[src/rtl/me_result_serializer.sv]
// me_result_serializer: FIFO-buffered result words sent as framed bursts (start, beats, stop) over LANES pins.
// Define ME_SER_PARITY_EN to insert a per-lane even-parity cycle before the stop cycle.
module me_result_serializer #(
  parameter int RESULT_W   = 20,
  parameter int LANES      = 1,
  parameter int FIFO_DEPTH = 4
) (
  input  logic                clk,
  input  logic                rst_n,
  input  logic                init,
  input  logic                res_valid,
  input  logic [RESULT_W-1:0] res_data,
  output logic                res_ready,
  output logic [LANES-1:0]    ser_out,
  output logic                ser_busy
);
  localparam int NBEATS = (RESULT_W + LANES - 1) / LANES;
  localparam int SW     = NBEATS * LANES;
  localparam int AW     = FIFO_DEPTH > 1 ? $clog2(FIFO_DEPTH) : 1;
  localparam int CW     = $clog2(FIFO_DEPTH + 1);
  localparam int BW     = NBEATS > 1 ? $clog2(NBEATS) : 1;
`ifdef ME_SER_PARITY_EN
  typedef enum logic [2:0] {IDLE, START, DATA, PARITY, STOP} state_t;
  logic [LANES-1:0] par;
`else
  typedef enum logic [2:0] {IDLE, START, DATA, STOP} state_t;
`endif
  state_t state, state_n;
  logic [RESULT_W-1:0] mem [FIFO_DEPTH];
  logic [AW-1:0] wr_ptr, rd_ptr;
  logic [CW-1:0] count;
  logic [SW-1:0] shreg;
  logic [BW-1:0] beat;
  logic [LANES-1:0] out_n;
  logic push, pop, last;
  assign res_ready = count != CW'(FIFO_DEPTH);
  assign push = res_valid && res_ready && !init;
  assign pop  = (state == IDLE || state == STOP) && count != '0;
  assign last = beat == BW'(NBEATS - 1);
  always_comb begin
    state_n = state;
    unique case (state)
      IDLE:   state_n = count != '0 ? START : IDLE;
      START:  state_n = DATA;
`ifdef ME_SER_PARITY_EN
      DATA:   state_n = last ? PARITY : DATA;
      PARITY: state_n = STOP;
`else
      DATA:   state_n = last ? STOP : DATA;
`endif
      STOP:   state_n = count != '0 ? START : IDLE;
      default: state_n = IDLE;
    endcase
`ifdef ME_SER_PARITY_EN
    out_n = state == START ? '1 : state == DATA ? shreg[SW-1 -: LANES] : state == PARITY ? par : '0;
`else
    out_n = state == START ? '1 : state == DATA ? shreg[SW-1 -: LANES] : '0;
`endif
  end
  always_ff @(posedge clk)
    if (push) mem[wr_ptr] <= res_data;
  always_ff @(posedge clk or negedge rst_n) begin
    if (!rst_n) begin
      state    <= IDLE;
      wr_ptr   <= '0;
      rd_ptr   <= '0;
      count    <= '0;
      shreg    <= '0;
      beat     <= '0;
      ser_out  <= '0;
      ser_busy <= 1'b0;
`ifdef ME_SER_PARITY_EN
      par      <= '0;
`endif
    end else if (init) begin
      state    <= IDLE;
      wr_ptr   <= '0;
      rd_ptr   <= '0;
      count    <= '0;
      ser_out  <= '0;
      ser_busy <= 1'b0;
    end else begin
      state    <= state_n;
      ser_out  <= out_n;
      ser_busy <= state != IDLE;
      count    <= count + CW'(push) - CW'(pop);
      if (push) wr_ptr <= wr_ptr == AW'(FIFO_DEPTH - 1) ? '0 : wr_ptr + 1'b1;
      if (pop) begin
        rd_ptr <= rd_ptr == AW'(FIFO_DEPTH - 1) ? '0 : rd_ptr + 1'b1;
        shreg  <= SW'(mem[rd_ptr]) << (SW - RESULT_W);
`ifdef ME_SER_PARITY_EN
        par    <= '0;
`endif
      end
      if (state == START) beat <= '0;
      if (state == DATA) begin
        shreg <= shreg << LANES;
        beat  <= beat + 1'b1;
`ifdef ME_SER_PARITY_EN
        par   <= par ^ shreg[SW-1 -: LANES];
`endif
      end
    end
  end
endmodule
[config.mk]
export PLATFORM = sky130hd
export DESIGN_NAME = me_result_serializer
export DESIGN_NICKNAME = d
export VERILOG_FILES = /design/src/rtl/me_result_serializer.sv
export SDC_FILE = /design/constraint.sdc
export NUM_CORES = 1
export LEC_CHECK = 0
export CAP_MARGIN = 40
export CORE_ASPECT_RATIO = 0.8
export CORE_UTILIZATION = 55
export CTS_BUF_LIST = sky130_fd_sc_hd__clkbuf_4
export DETAILED_ROUTE_END_ITERATION = 16
export HOLD_SLACK_MARGIN = 0.03
export PLACE_DENSITY = 0.74
export SLEW_MARGIN = 20
export SYNTH_ARGS = -nofsm -noshare
export SYNTH_HDL_FRONTEND = slang
export SYNTH_SLANG_ARGS = --single-unit
[constraint.sdc]
create_clock -name clk -period 4.75 [get_ports clk]
set_clock_uncertainty 0.05 [all_clocks]
set_input_delay 0.95 -clock clk [delete_from_list [all_inputs] [get_ports clk]]
set_output_delay 0.95 -clock clk [all_outputs]
set_load 0.05 [all_outputs]
* Word level (Yosys, flattened, before mapping)
Memory sizes are Yosys's and may differ from the RTL's.
Index checks and enable logic that the tools add are counted.
** Word-level totals
- Register bits :: 37
- Latch bits :: 0
- Bits in writable memories :: 80
- ROM bits :: 0
- Input bits :: 24
- Output and inout bits :: 3
- Logic and storage cells :: 58
- Memories kept :: 1
** Cells by class
- $add $sub $neg :: 5
- $mul :: 0
- Divide/modulo/power cells :: 0
- $lt $le $gt $ge :: 0
- Eq/ne operators :: 7
- Shifts and indexed selects :: 0
- Multiplexer cells :: 21
- Bitwise logic cells :: 1
- Reduce and logical (&&, ||, !) cells :: 15
** Memory list
- mem :: words 4, width 20, read ports 1, clocked after memory_dff 0, wr ports 1, line 29 : logic [RESULT_W-1:0] mem [FIFO_DEPTH];
** Operator list (count)
- two-way mux 20 bit :: 2
- two-way mux 2 bit :: 6
- two-way mux 5 bit :: 2
- two-way mux 1 bit :: 8
- nonzero test 2 bit :: 4
- equality test 3 x 2 -> 1 bit, second input constant :: 2
- two-way mux 3 bit :: 2
- one-hot mux 2 bit (3 select lines) :: 1
- nonzero test 3 bit :: 2
- adder 5 x 1 -> 5 bit, second input constant :: 1
- equality test 5 bit, second input constant :: 1
- adder 2 x 1 -> 2 bit, second input constant :: 2
- equality test 2 bit, second input constant :: 2
- AND reduction 2 bit :: 2
- adder 3 x 1 -> 3 bit :: 1
- equality test 3 x 1 -> 1 bit, second input constant :: 1
- logical AND 1 bit :: 3
- zero test 3 bit :: 1
- != test 3 bit, second input constant :: 1
- subtractor 3 x 1 -> 3 bit :: 1
- OR reduction 2 bit :: 1
- zero test 1 bit :: 1
- logical OR 1 bit :: 1
- inverter 1 bit :: 1

* Longest topological paths before layout
Gate-level depths: netlist of the first run.
- Word-level depth :: 6
- Depth in mapped cells :: 11
- Depth with buffers taken out :: 11

* Worst setup path before layout of the first run
No wires, ideal clock.
- Path kind :: input-to-reg
- From :: input port res_valid
- To :: register count[2]
- Setup time :: 0.132 ns
- Data arrival time :: 2.375 ns
- Data required time :: 4.568 ns
- Setup slack :: 2.193 ns
- Cell stages on the path :: 10
- Buffers on the path :: 0
- Cell sequence :: inv_1 -> nor3_1 -> inv_1 -> ha_1 -> inv_1 -> ha_1 -> inv_1 -> fa_1 -> xnor2_1 -> nor2_1
** On the way
- Cells in the longest elaborated chain, start to end :: 5
** Ends and longest elaborated chain
- from (decl) :: line 11 : input logic res_valid,
- logical AND 1 bit (2 in a row) :: line 37 : assign push = res_valid && res_ready && !init;
- adder 3 x 1 -> 3 bit :: line 86 : count <= count + CW'(push) - CW'(pop);
- subtractor 3 x 1 -> 3 bit :: line 86
- two-way mux 3 bit :: line 75 : end else if (init) begin
- to (signal assigned) :: line 86
- to (decl) :: line 31 : logic [CW-1:0] count;
Every way passes these cells.
A chain may end at the register's enable or synchronous reset.

* Worst setup path after layout of the first run
- From :: register count[1]
- To :: output port res_ready
** On the way
- Cells in the longest elaborated chain, start to end :: 1
** Ends and longest elaborated chain
- != test 3 bit :: line 36 : assign res_ready = count != CW'(FIFO_DEPTH);
- to (decl) :: line 13 : output logic res_ready,
Every way passes these cells.

==> results of run 1 <==
## worst max-delay path, cell delays in order, from the launching register on
cell and delay (ns):
dfrtp_1 0.49, nor3b_1 0.45, inv_1 0.11, clkdlybuf4s50_1 0.72
## final timing paths
path / startpoint / to / slack, ns / cells past startpoint
max: count[1]$_DFF_PN0_ / res_ready / 1.47 / 3
min: rst_n / shreg[7]$_DFFE_PN0P_ / 0.32 / 1
max reg2reg: state[0]$_DFF_PN0_ / shreg[6]$_DFFE_PN0P_ / 2.18 / 5
min reg2reg: shreg[12]$_DFFE_PN0P_ / shreg[12]$_DFFE_PN0P_ / 0.47 / 1
max in group asynchronous: rst_n / rd_ptr[0]$_DFFE_PN0P_ / 3.84 / 2
min in group clk: shreg[12]$_DFFE_PN0P_ / shreg[12]$_DFFE_PN0P_ / 0.47 / 1
## sequential cells by signal, indices dropped and copies added, names as in the netlist
signal    count
count         3
beat          5
ser_out       1
shreg        20
state         2
wr_ptr        2
mem          80
ser_busy      1
rd_ptr        2
## layer usage
| layer | track usage, % | part of all wire (%) | wire length, um |
|---|---|---|---|
| met3 | 6.541 | 3.6 | 298 |
| met2 | 31.59 | 46 | 3853 |
| met1 | 26.54 | 49 | 4045 |
| met4 | 8.219 | 1.5 | 127 |
| met5 | 0 | 0 | 0 |
## power groups by stage
stage | combinational, mW | clock, mW | sequential (mW)
CTS | 0.990 | 0.734 | 1.36
finish | 0.981 | 0.722 | 1.36
global route | 1.07 | 0.775 | 1.38
floorplan | 0.802 | 0 | 1.36
detailed placement | 0.987 | 0 | 1.38
global placement | 0.949 | 0 | 1.38
## cells by family (layout without fill, tap and decap cells)
family,after synthesis,after routing,synth area share (%)
flip-flops,116,116,67.30
buffers and inverters,27,78,3.008
adder cells (fa/ha/maj),12,12,3.212
AO/OA/AOI/OAI,34,34,5.149
XOR/XNOR,2,2,0.3569
AND/OR/NAND/NOR,54,54,5.990
multiplexers,62,62,14.99
## through the flow
stage	std cells	setup WS, ns
6_report	470	1.475
5_1_grt	470	1.327
4_1_cts	470	1.435
3_5_place_dp	438	1.212
3_3_place_gp	434	1.291
2_1_floorplan	307	2.193
## area by class of cell
| cell class | instances | area share [%] |
|---|---|---|
| clock buffers | 19 | 2.547 |
| clock inverters | 13 | 2.547 |
| inverters | 11 | 0.7373 |
| multi-input cells | 164 | 26.14 |
| flip-flops and latches | 116 | 59.00 |
| well taps | 112 | 2.502 |
| repair buffers | 35 | 6.524 |
## placed cells by master, fill, tap and decap left out, types with 6 or more instances in the layout
| cell | Yosys | final |
|---|---|---|
| edfxtp_1 | 80 | 80 |
| mux2i_1 | 39 | 39 |
| dfrtp_1 | 36 | 35 |
| clkdlybuf4s50_1 | 0 | 25 |
| nand2_1 | 22 | 22 |
| mux2_4 | 20 | 20 |
| o221ai_1 | 19 | 19 |
| clkbuf_4 | 0 | 19 |
| inv_1 | 11 | 11 |
| ha_1 | 11 | 11 |
| a21oi_1 | 6 | 6 |
| o21ai_0 | 6 | 6 |
==> results.txt, run 1 <==
* Die width: around 110 um
- The worst path in the final design needs a cycle of 3.275 ns, including I/O delays and setup.
* Status: finished, final reports clean
* Post-CTS setup buffers: 0
* Number of optimization iterations in the first detailed-route pass: 4
- Fraction of power spent switching nets: 30.76%
- The share of total power dissipated in the clock network is between 20% and 30%.
* Largest cells by area after synthesis: edfxtp_1 49%, dfrtp_1 18%, mux2i_1 8.0%
* Cell-internal power: approximately 2.1 mW
- Of all flip-flops after synthesis, the portion carrying an async set or reset was a little under a third.
* Area of the core: 8558 sq um
- Placement Rows: 30
* Final instance area: 5600 sq um
- The Yosys step of the flow raised 0 warnings.
- Area occupied by multi-input gates: 1464 sq um
- CP max FO: 5
- Once detail routing completed, the nets flagged for antenna violations numbered 0.
- Height of the die: 86.50 um
- RSZ-0062 raised after global routing: no
- The congestion estimate from routability-driven global placement came to 0.7035.
- Post-Place Cell Area: 5315 sq um
- Vias: 2601
- Boundary pin count: 27
- Via density per instance: 5.534
- Crit path arrival time: 2.28 ns
- In the final routed layout, each cell accounts on average for 17.71 um.
* Synthesized area divided by synthesized cell count: approximately 16 sq um
- The first global-routing pass estimated approximately 13 mm of wire.
- Number of flops mapped to enable cells by yosys: 80
- For the pin with the worst max-slew slack, the measured transition is 0.8234 ns.
- Sequential cells account for 44.4% of the total power.
- Dominant cell by count in the synthesized netlist: edfxtp_1
- Net count reported at finish: 381
- The final number of max-transition violations was 0.
- Once layout is complete, the utilization of the core stands at 65.44%.
- Endpoint kind of the worst setup timing path: output port
- CTS saw around 120 sinks.
- Largest net degree at the start of global routing: 30
* Number of instances in the synthesized netlist: 307
- Longest Clk Path Bufs: 2
- Pwr dens: approximately 550 nW/um^2
- Relative slew slack: approximately 45%
- Clock insertion delay at the later pin of the skew report: between 0.5 and 0.6 ns
- Post-detail-place hpwl: 5.132 mm
- Cells with a size suffix above 1 make up between 10% and 20% of the layout.
- Global routing consumed, over all layers together, 20.27% of the routing resources.
- Count of hold buffers inserted by post-cts repair: 0
* Total of max-cap violations: 0
- Register area: 3304 sq um
- Final cycle utilization of the critical path: between 60% and 70%
- Share of Yosys cell area claimed by the top area cell type: 48.94%
* CP required: approximately 3.8 ns
* Kind of start point of the critical path: flop
- CTS built an H-tree with a depth of 4.
- Synthesis instantiated 35 different standard cells from the library.
- The analysis attributes to cell leakage a power of 2.068 nW.
- Synth top cells by count: 80 x edfxtp_1, 39 x mux2i_1, 36 x dfrtp_1, 22 x nand2_1, 20 x mux2_4
- Net switching power: 0.9430 mW
* 1st-iter DRT viols: 114
- TritonCTS built the clock tree.
- In this run, the combinational gates consume between 30 and 40% of the power.
* Number of global-route vias before repair: between 2000 and 3000
* Initial core utilization: 57.35%
- In this run the tool buffered the top-level ports with 26 buffer cells.
- Most used flip-flop cell after synthesis: edfxtp_1
- Setup TNS: 0 ns
* Fillers: 608
* Die Outline Area: ~9300 sq um
- Final Total Pwr: around 3 mW
* Post-CTS Resized: 0
- Clock-pin slew reported for the worst setup and hold paths after clock tree synthesis: ~0.11 ns
- Number of buffers created by CTS: 17
* Largest area contributor in the netlist: edfxtp_1
- After global routing the overflow that remains totals 0.
- Setup violations remaining at the end of the flow were counted as 0.
- Total routed wirelength: 8.326 mm
- In this run the cell area of the synthesized design comes to 4908 sq um.
- Based on the critical path, the design can be clocked at up to 0.3053 GHz.
- Mapped Nets: around 340
- Flops & latches, synth: 116
- The tree is rooted in a clkbuf_4.
* Classification of the worst-slack hold path: input pin to asynchronous set/reset pin
- Count of unresolved DRC violations after routing: 0
- Layout overhead on the synthesized area: 14.10%
- Portion of the post-synthesis area used by sequential elements: between 60% and 70%
- Critical path class: flop to output port
- The count of final hold-check violations is 0.
* Worst supply voltage drop on vdd: roughly 290 uV
- 0 antenna diodes ended up in the layout.
* Antenna violations before repair: 0
- Final worst hold slack: 0.3224 ns
(Power assumes the default switching activity.)
==> inputs of run 2 (changes only) <==
PLACE_DENSITY = 0.77   (was 0.74)
clock period = 2.85 ns   (was 4.75 ns; I/O delays follow)
==> run 2 against run 1 <==
Sequential power is 68% higher; register-to-register slack worse by 1.8 ns; first-iteration DRC count decreased by 25%; combinational power up 68%; global-route usage decreased by 0.29 points; via count increased by 1.5%; worst hold slack better by 0.13 ns; routed wire length is 0.78% lower; setup slack worse by 1.1 ns.
==> results.txt, run 2 (synthesized netlist as in run 1, its figures left out) <==
* Input/output buffers: 26 (unchanged)
- Setup Slack @ Placement: 0.1885 ns (-1.024 ns)
* Via density per instance: 5.572 (+0.68%)
- The post-route core utilization is 65.77% (+0.34 points).
- Traced cell by cell, the critical path runs through inv_1, ha_1, or2_2, inv_1, ha_1, inv_1, ha_1, inv_1, fa_1, xnor2_1, nor2_1.
- The slack of the critical path is 0.4246 ns (-1.050 ns).
- Dpl cells: 441 (+0.68%)
- Most repeated library cell on the critical path: inv_1
* Longest Clk Path Bufs: 2 (unchanged)
- Top reg by flops: mem
- Cell-internal power: 3.544 mW (+67%)
- The final number of max-transition violations came to 0 (unchanged).
* All-layer global routing usage: 19.98% (-0.29 points)
- 1st-iter DRT viols: 86 (-25%)
- The power spent charging and discharging nets is 1.596 mW (+69%).
* Clock insertion delay at the later pin of the skew report: 0.49 ns (-0.02 ns)
- The number of top-level design ports was 27 (unchanged).
* Pwr dens: 913.0 nW/um^2 (+67%)
- RSZ-0062 raised after global routing: no
- Final Total Pwr: 5.139 mW (+68%)
* Register area: 3304 sq um (unchanged)
- The initial antenna violation count is 0 (unchanged).
- The global-route wire length before repair is 13.40 mm (+0.31%).
- The post-route DRC violation count was 0 (unchanged).
- The cell sitting at the root of the clock tree is a clkbuf_4.
* Count of buffer and inverter cells on the critical path: 4 (+2)
- From synthesis to final layout, the design area changed by 14.68%.
* Final std cells w/o fill: 474 (+0.85%)
- Ratio of cells with drive above 1 in the final layout: 19.06% (+1.5 points)
- The total die area is 9309 sq um (unchanged).
- The final-stage net count was 385 (+1.0%).
- Final setup viols: 0 (unchanged)
* Most common library cell in the layout ignoring fill and taps: edfxtp_1
- The proportion of total power due to net switching is 31.05% (+0.29 points).
* CP required: 3.18 ns (-0.57 ns)
* Clock-pin slew reported for the worst setup and hold paths after clock tree synthesis: 0.11 ns (about the same)
- Post-detail-place hpwl: 4.946 mm (-3.6%)
- Leaving out fill and tap cells, the most frequent cells in the layout are 80 x edfxtp_1, 39 x mux2i_1, 35 x dfrtp_1.
* TritonCTS clock tree: yes
* Relative slew slack: 54.62% (+9.5 points)
* Crit path arrival time: 2.76 ns (+0.48 ns)
- Achievable frequency: 0.4123 GHz
- Leakage power total: 2.082 nW (+0.68%)
* Area occupied by multi-input gates: 1469 sq um (+0.34%)
* Largest net degree at the start of global routing: 28 (-6.7%)
* Tightest Pin Transition: 0.6807 ns (-0.1427 ns)
- The share of power burned in registers is 44.7% (+0.3 points).
* Flip-flop count of the largest register after layout: 80 (unchanged)
* Worst supply voltage drop on vdd: 405.5 uV (+42%)
- The total via count in the routed design was 2641 (+1.5%).
- The min-delay analysis places its worst path in the category input pin to asynchronous set/reset pin.
- Placement Rows: 30 (unchanged)
* Kind of cell with the highest combined delay on the critical path: adder cells
- The count of clock tree sinks is 116 (unchanged).
* Final cycle utilization of the critical path: between 80% and 90%
- The number of buffers added for setup after CTS came to 0 (unchanged).
- Area of the core: 8558 sq um (unchanged)
- The power share of the combinational group came to 32.1% (about the same).
- The number of fill cells in the layout was 602 (-0.99%).
* Number of global-route vias before repair: 2709 (+3.7%)
- Hold Fails Final Rpt: 0 (unchanged)
- The largest fanout of any net on the critical path is 10 (+5).
- Kind of start point of the critical path: flop
- Setup TNS: 0 ns (unchanged)
- The starting density of the core came to 57.35% (unchanged).
* Count of antenna-violating nets left after detailed routing: 0 (unchanged)
- The run finished with clean final reports.
- Number of buffers created by CTS: 17 (unchanged)
- Overflow after GRT: 0 (unchanged)
* Height of the die: 86.50 um (unchanged)
* Critical path class: flop to flop
- In the final layout, the registers with the most flip-flops are mem: 80 flops, shreg: 20 flops, beat: 5 flops.
* Total of max-cap violations: 0 (unchanged)
- The weighted congestion at the end of routability-driven global placement came to 0.6961 (-1.1%).
* Average routed wire per standard cell: 17.43 um (-1.6%)
- The first-pass iteration count of the detailed router came to 4 (unchanged).
* Clock period minus final worst setup slack: between 2 and 2.5 ns
- The largest stage delay on the critical path came to 0.39 ns (-0.33 ns).
- Critical-path top delay cell: ha_1
- The die extent in x came to 107.6 um (unchanged).
- STA classifies the critical path endpoint as a flop.
- The portion of total power attributed to the clock network is 23.2% (-0.3 points).
- Maximum level of the CTS H-tree: 4 (unchanged)
- The count of inserted antenna diode cells came to 0 (unchanged).
- The detailed-route wire length is 8.261 mm (-0.78%).
run 2: changes by cell type in the layout (fill, tap and decap cells not counted), sizes merged:
cell,delta
clkdlybuf4s50,-1
clkinvlp,+2
buf,+3
clkinv,-1
clkbuf,-2
dlymetal6s2s,+1
dlygate4sd3,+1
inv,+1
run 2: path summary, 6_finish.rpt:
path	slack (ns)	depth (start not counted)	startpoint	end
min reg2reg	0.47	1	shreg[12]$_DFFE_PN0P_	shreg[12]$_DFFE_PN0P_
max in group asynchronous	1.83	3	rst_n	rd_ptr[0]$_DFFE_PN0P_
max reg2reg	0.42	11	state[1]$_DFF_PN0_	count[2]$_DFF_PN0_
min in group clk	0.47	1	shreg[12]$_DFFE_PN0P_	shreg[12]$_DFFE_PN0P_
min	0.46	2	rst_n	shreg[13]$_DFFE_PN0P_
max	0.42	11	state[1]$_DFF_PN0_	count[2]$_DFF_PN0_
run 2: power by group through the flow:
stage	Combinational [mW]	Sequential, mW	Clock (mW)
after CTS	1.67	2.29	1.22
after floorplan	1.34	2.26	0
after global routing	1.82	2.33	1.28
after global placement	1.58	2.31	0
after detailed placement	1.65	2.32	0
final	1.65	2.29	1.19
run 2: per-stage QoR:
stage	hold WS, ns	cell area [sq um]
6_report	0.4574	5629
3_3_place_gp	0.4438	5300
5_1_grt	0.4403	5629
4_1_cts	0.4458	5627
2_1_floorplan	0.2244	4908
3_5_place_dp	0.4416	5320
run 2: cell type report:
cell class / instances / share of cell area (%)
Inverter: 11 / 0.7335
Timing Repair Buffer: 39 / 6.802
Clock inverter: 15 / 2.912
Tap cell: 112 / 2.489
Clock buffer: 17 / 2.267
Sequential cell: 116 / 58.70
Multi-Input combinational cell: 164 / 26.09
run 2: timing repair:
action	CTS	global route
resized for setup	1	1
gates cloned	0	0
hold buffers	1	0
endpoints found under the hold margin	12	0
setup endpoints to repair	1	1
run 2: routing by layer:
layer  track usage [%]  share of wire [%]
met1             26.32                 46
met2             31.82                 48
met3             5.414                5.0
met4             8.095               0.82
met5                 0                  0
==> inputs of run 3 (changes only) <==
CAP_MARGIN = 5   (was 40)
==> run 3 against run 2 <==
Clock-buffer cell count did not move; non-clock buffer count fell by 2; total power barely moved; utilization fell by 0.35 points; setup slack got worse by 0.022 ns; first-iteration DRC count rose by 22%; critical path depth did not move; register-to-register slack got worse by 0.02 ns; sequential power barely moved; combinational power barely moved; flip-flop and latch count did not move.
==> results.txt, run 3 (synthesized netlist as in run 1, its figures left out) <==
- The routed metal-1 wire length is 3.894 mm (+3.2%).
* Longest Clk Path Bufs: 2 (unchanged)
- The largest fanout of any net on the critical path was 10 (unchanged).
- The leakage power of the design is 2.069 nW (-0.65%).
- The critical path ends at count[2]$_DFF_PN0_.
- Number of optimization iterations in the first detailed-route pass: 4 (unchanged)
* Overflow after GRT: 0 (unchanged)
* Clock insertion delay at the later pin of the skew report: 0.50 ns (about the same)
- Wire length of the first global-routing pass: 13.18 mm (-1.6%)
- The via count of the first global-routing pass was 2625 (-3.1%).
- The hold buffer count at cts was 0 (-1).
* Final worst hold slack: 0.1075 ns (-0.3499 ns)
- Endpoint kind of the worst setup timing path: flop
- Largest net degree at the start of global routing: 37 (+32%)
* Clock-pin slew reported for the worst setup and hold paths after clock tree synthesis: 0.11 ns (about the same)
- Number of buffers created by CTS: 17 (unchanged)
- Initial core utilization: 57.35% (unchanged)
- 1st-iter DRT viols: 105 (+22%)
* Count of antenna diodes in the layout: 0 (unchanged)
- The total of buffers placed on input and output ports was 26 (unchanged).
- RSZ-0062 raised after global routing: no
* Ratio of cells with drive above 1 in the final layout: 18.89% (-0.17 points)
- Post-CTS Resized: 1 (unchanged)
* Post-detail-place hpwl: 4.840 mm (-2.2%)
- The transition at the pin with the smallest max-transition slack was 0.8511 ns (+0.1704 ns).
- The largest registers in the layout are mem: 80 flops, shreg: 20 flops, beat: 5 flops.
* Die Outline Area: 9309 sq um (unchanged)
* R2r endpoint: count[2]$_DFF_PN0_
- Net count reported at finish: 383 (-0.52%)
- The routed length on met2 was 3.838 mm (-4.1%).
- The register-to-register setup slack is 0.40 ns (-0.02 ns).
* TritonCTS clock tree: yes
* Total of max-cap violations: 0 (unchanged)
- The data required time of the worst path came to 3.19 ns (about the same).
- Count of antenna-violating nets left after detailed routing: 0 (unchanged)
- The final number of max-transition violations is 0 (unchanged).
- The number of top-level design ports is 27 (unchanged).
- The worst hold path belongs to the class input pin to asynchronous set/reset pin.
- Height of the die: 86.50 um (unchanged)
- Top reg by flops: mem
* Clk Tree Root Cell: clkbuf_4
- Area of the core: 8558 sq um (unchanged)
- STA classifies the critical path startpoint as a flop.
* Average routed wire per standard cell: 17.33 um (-0.54%)
* Final setup viols: 0 (unchanged)
* Clock Sink Count: 116 (unchanged)
* Maximum level of the CTS H-tree: 4 (unchanged)
- Routed wire length on met3: 376 um (-9.2%)
* Vias: 2600 (-1.6%)
- Post-CTS setup buffers: 0 (unchanged)
* Clock period minus final worst setup slack: 2.448 ns (+0.02241 ns)
* Worst supply voltage drop on vdd: 423.1 uV (+4.3%)
- The number of fill cells in the layout was 597 (-0.83%).
- The count of cells along the worst register-to-register path is 11 (unchanged).
- The post-route DRC violation count was 0 (unchanged).
- Crit path arrival time: 2.78 ns (+0.02 ns)
- Worst setup path startpoint: state[1]$_DFF_PN0_
* Achievable frequency: 0.4085 GHz (-0.92%)
* Relative slew slack: 43.26% (-11 points)
* Hold Fails Final Rpt: 0 (unchanged)
- Total routed wirelength: 8.182 mm (-0.96%)
- The total number of placement rows is 30 (unchanged).
- Reg2reg start: state[1]$_DFF_PN0_
- Top layer in use: met4
- The setup path with the least slack is of type flop to flop.
* All-layer global routing usage: 19.85% (-0.12 points)
* Via density per instance: 5.508 (-1.1%)
- Most common library cell in the layout ignoring fill and taps: edfxtp_1
- Final cycle utilization of the critical path: 85.89% (+0.79 points)
* Die width: 107.6 um (unchanged)
- Layout overhead on the synthesized area: 14.07%
- The flip-flop count of the largest register after layout was 80 (unchanged).
- The final-layout setup total negative slack came to 0 ns (unchanged).
- Pwr dens: 917.1 nW/um^2 (+0.44%)
- The library cells used most frequently in the layout, excluding fill and tap cells, are 80 x edfxtp_1, 39 x mux2i_1, 35 x dfrtp_1.
* Final RePlAce weighted congestion: 0.6961 (unchanged)
* Antenna violations before repair: 0 (unchanged)
* Status: finished, final reports clean
-- run 3: cell types whose count changed in the layout (fill, tap and decap cells not counted), sizes merged --
cell and delta:
dlygate4sd3 -1, buf -1
-- run 3: cell type report --
class	instances	area [sq um]	share of cell area (%)
well taps	112	140.1	2.503
flip-flops and latches	116	3304	59.02
clock buffers	17	127.6	2.279
inverters	11	41.29	0.7374
clock inverters	15	163.9	2.927
multi-input cells	164	1469	26.23
repair buffers	37	352.8	6.302
-- run 3: routing by layer --
metal  up-vias  global-route usage [%]
li1       1245                       -
met1      1299                   26.71
met2        48                   30.36
met3         8                   7.218
met4         0                   6.351
met5         -                       0
-- run 3: worst min path at each step --
stage / start / endpoint / slack [ns] / depth (start not counted)
global placement: beat[1]$_DFFE_PN0P_ / beat[1]$_DFFE_PN0P_ / 0.44 / 2
detailed placement: shreg[3]$_DFFE_PN0P_ / shreg[3]$_DFFE_PN0P_ / 0.44 / 1
finish: rst_n / beat[3]$_DFFE_PN0P_ / 0.11 / 1
CTS: rst_n / beat[3]$_DFFE_PN0P_ / 0.12 / 1
floorplan: rst_n / beat[0]$_DFFE_PN0P_ / 0.22 / 0
global route: rst_n / beat[0]$_DFFE_PN0P_ / 0.13 / 1
-- run 3: per-stage QoR --
step	cells	area [sq um]	power, mW	utilization [%]	setup WS, ns
3_3_place_gp	440	5300	3.895	61.93	0.2254
4_1_cts	472	5597	5.169	65.39	0.06760
5_1_grt	472	5599	5.426	65.42	0.2184
2_1_floorplan	307	4908	3.595	-	0.5740
6_report	472	5599	5.135	65.42	0.4022
3_5_place_dp	440	5300	3.966	61.93	0.1898
-- run 3: report_power, final --
part / internal (mW) / switching, mW
Combinational: 0.865 / 0.776
Sequential: 2.08 / 0.216
Clock: 0.597 / 0.602
-- run 3: worst max-delay path: stages, from the launching register on --
cell and delay [ns]:
dfrtp_1 0.39, inv_1 0.08, ha_1 0.39, or2_2 0.34, inv_1 0.06, ha_1 0.22
inv_1 0.06, ha_1 0.13, inv_1 0.05, fa_1 0.36, xnor2_1 0.16, nor2_1 0.05
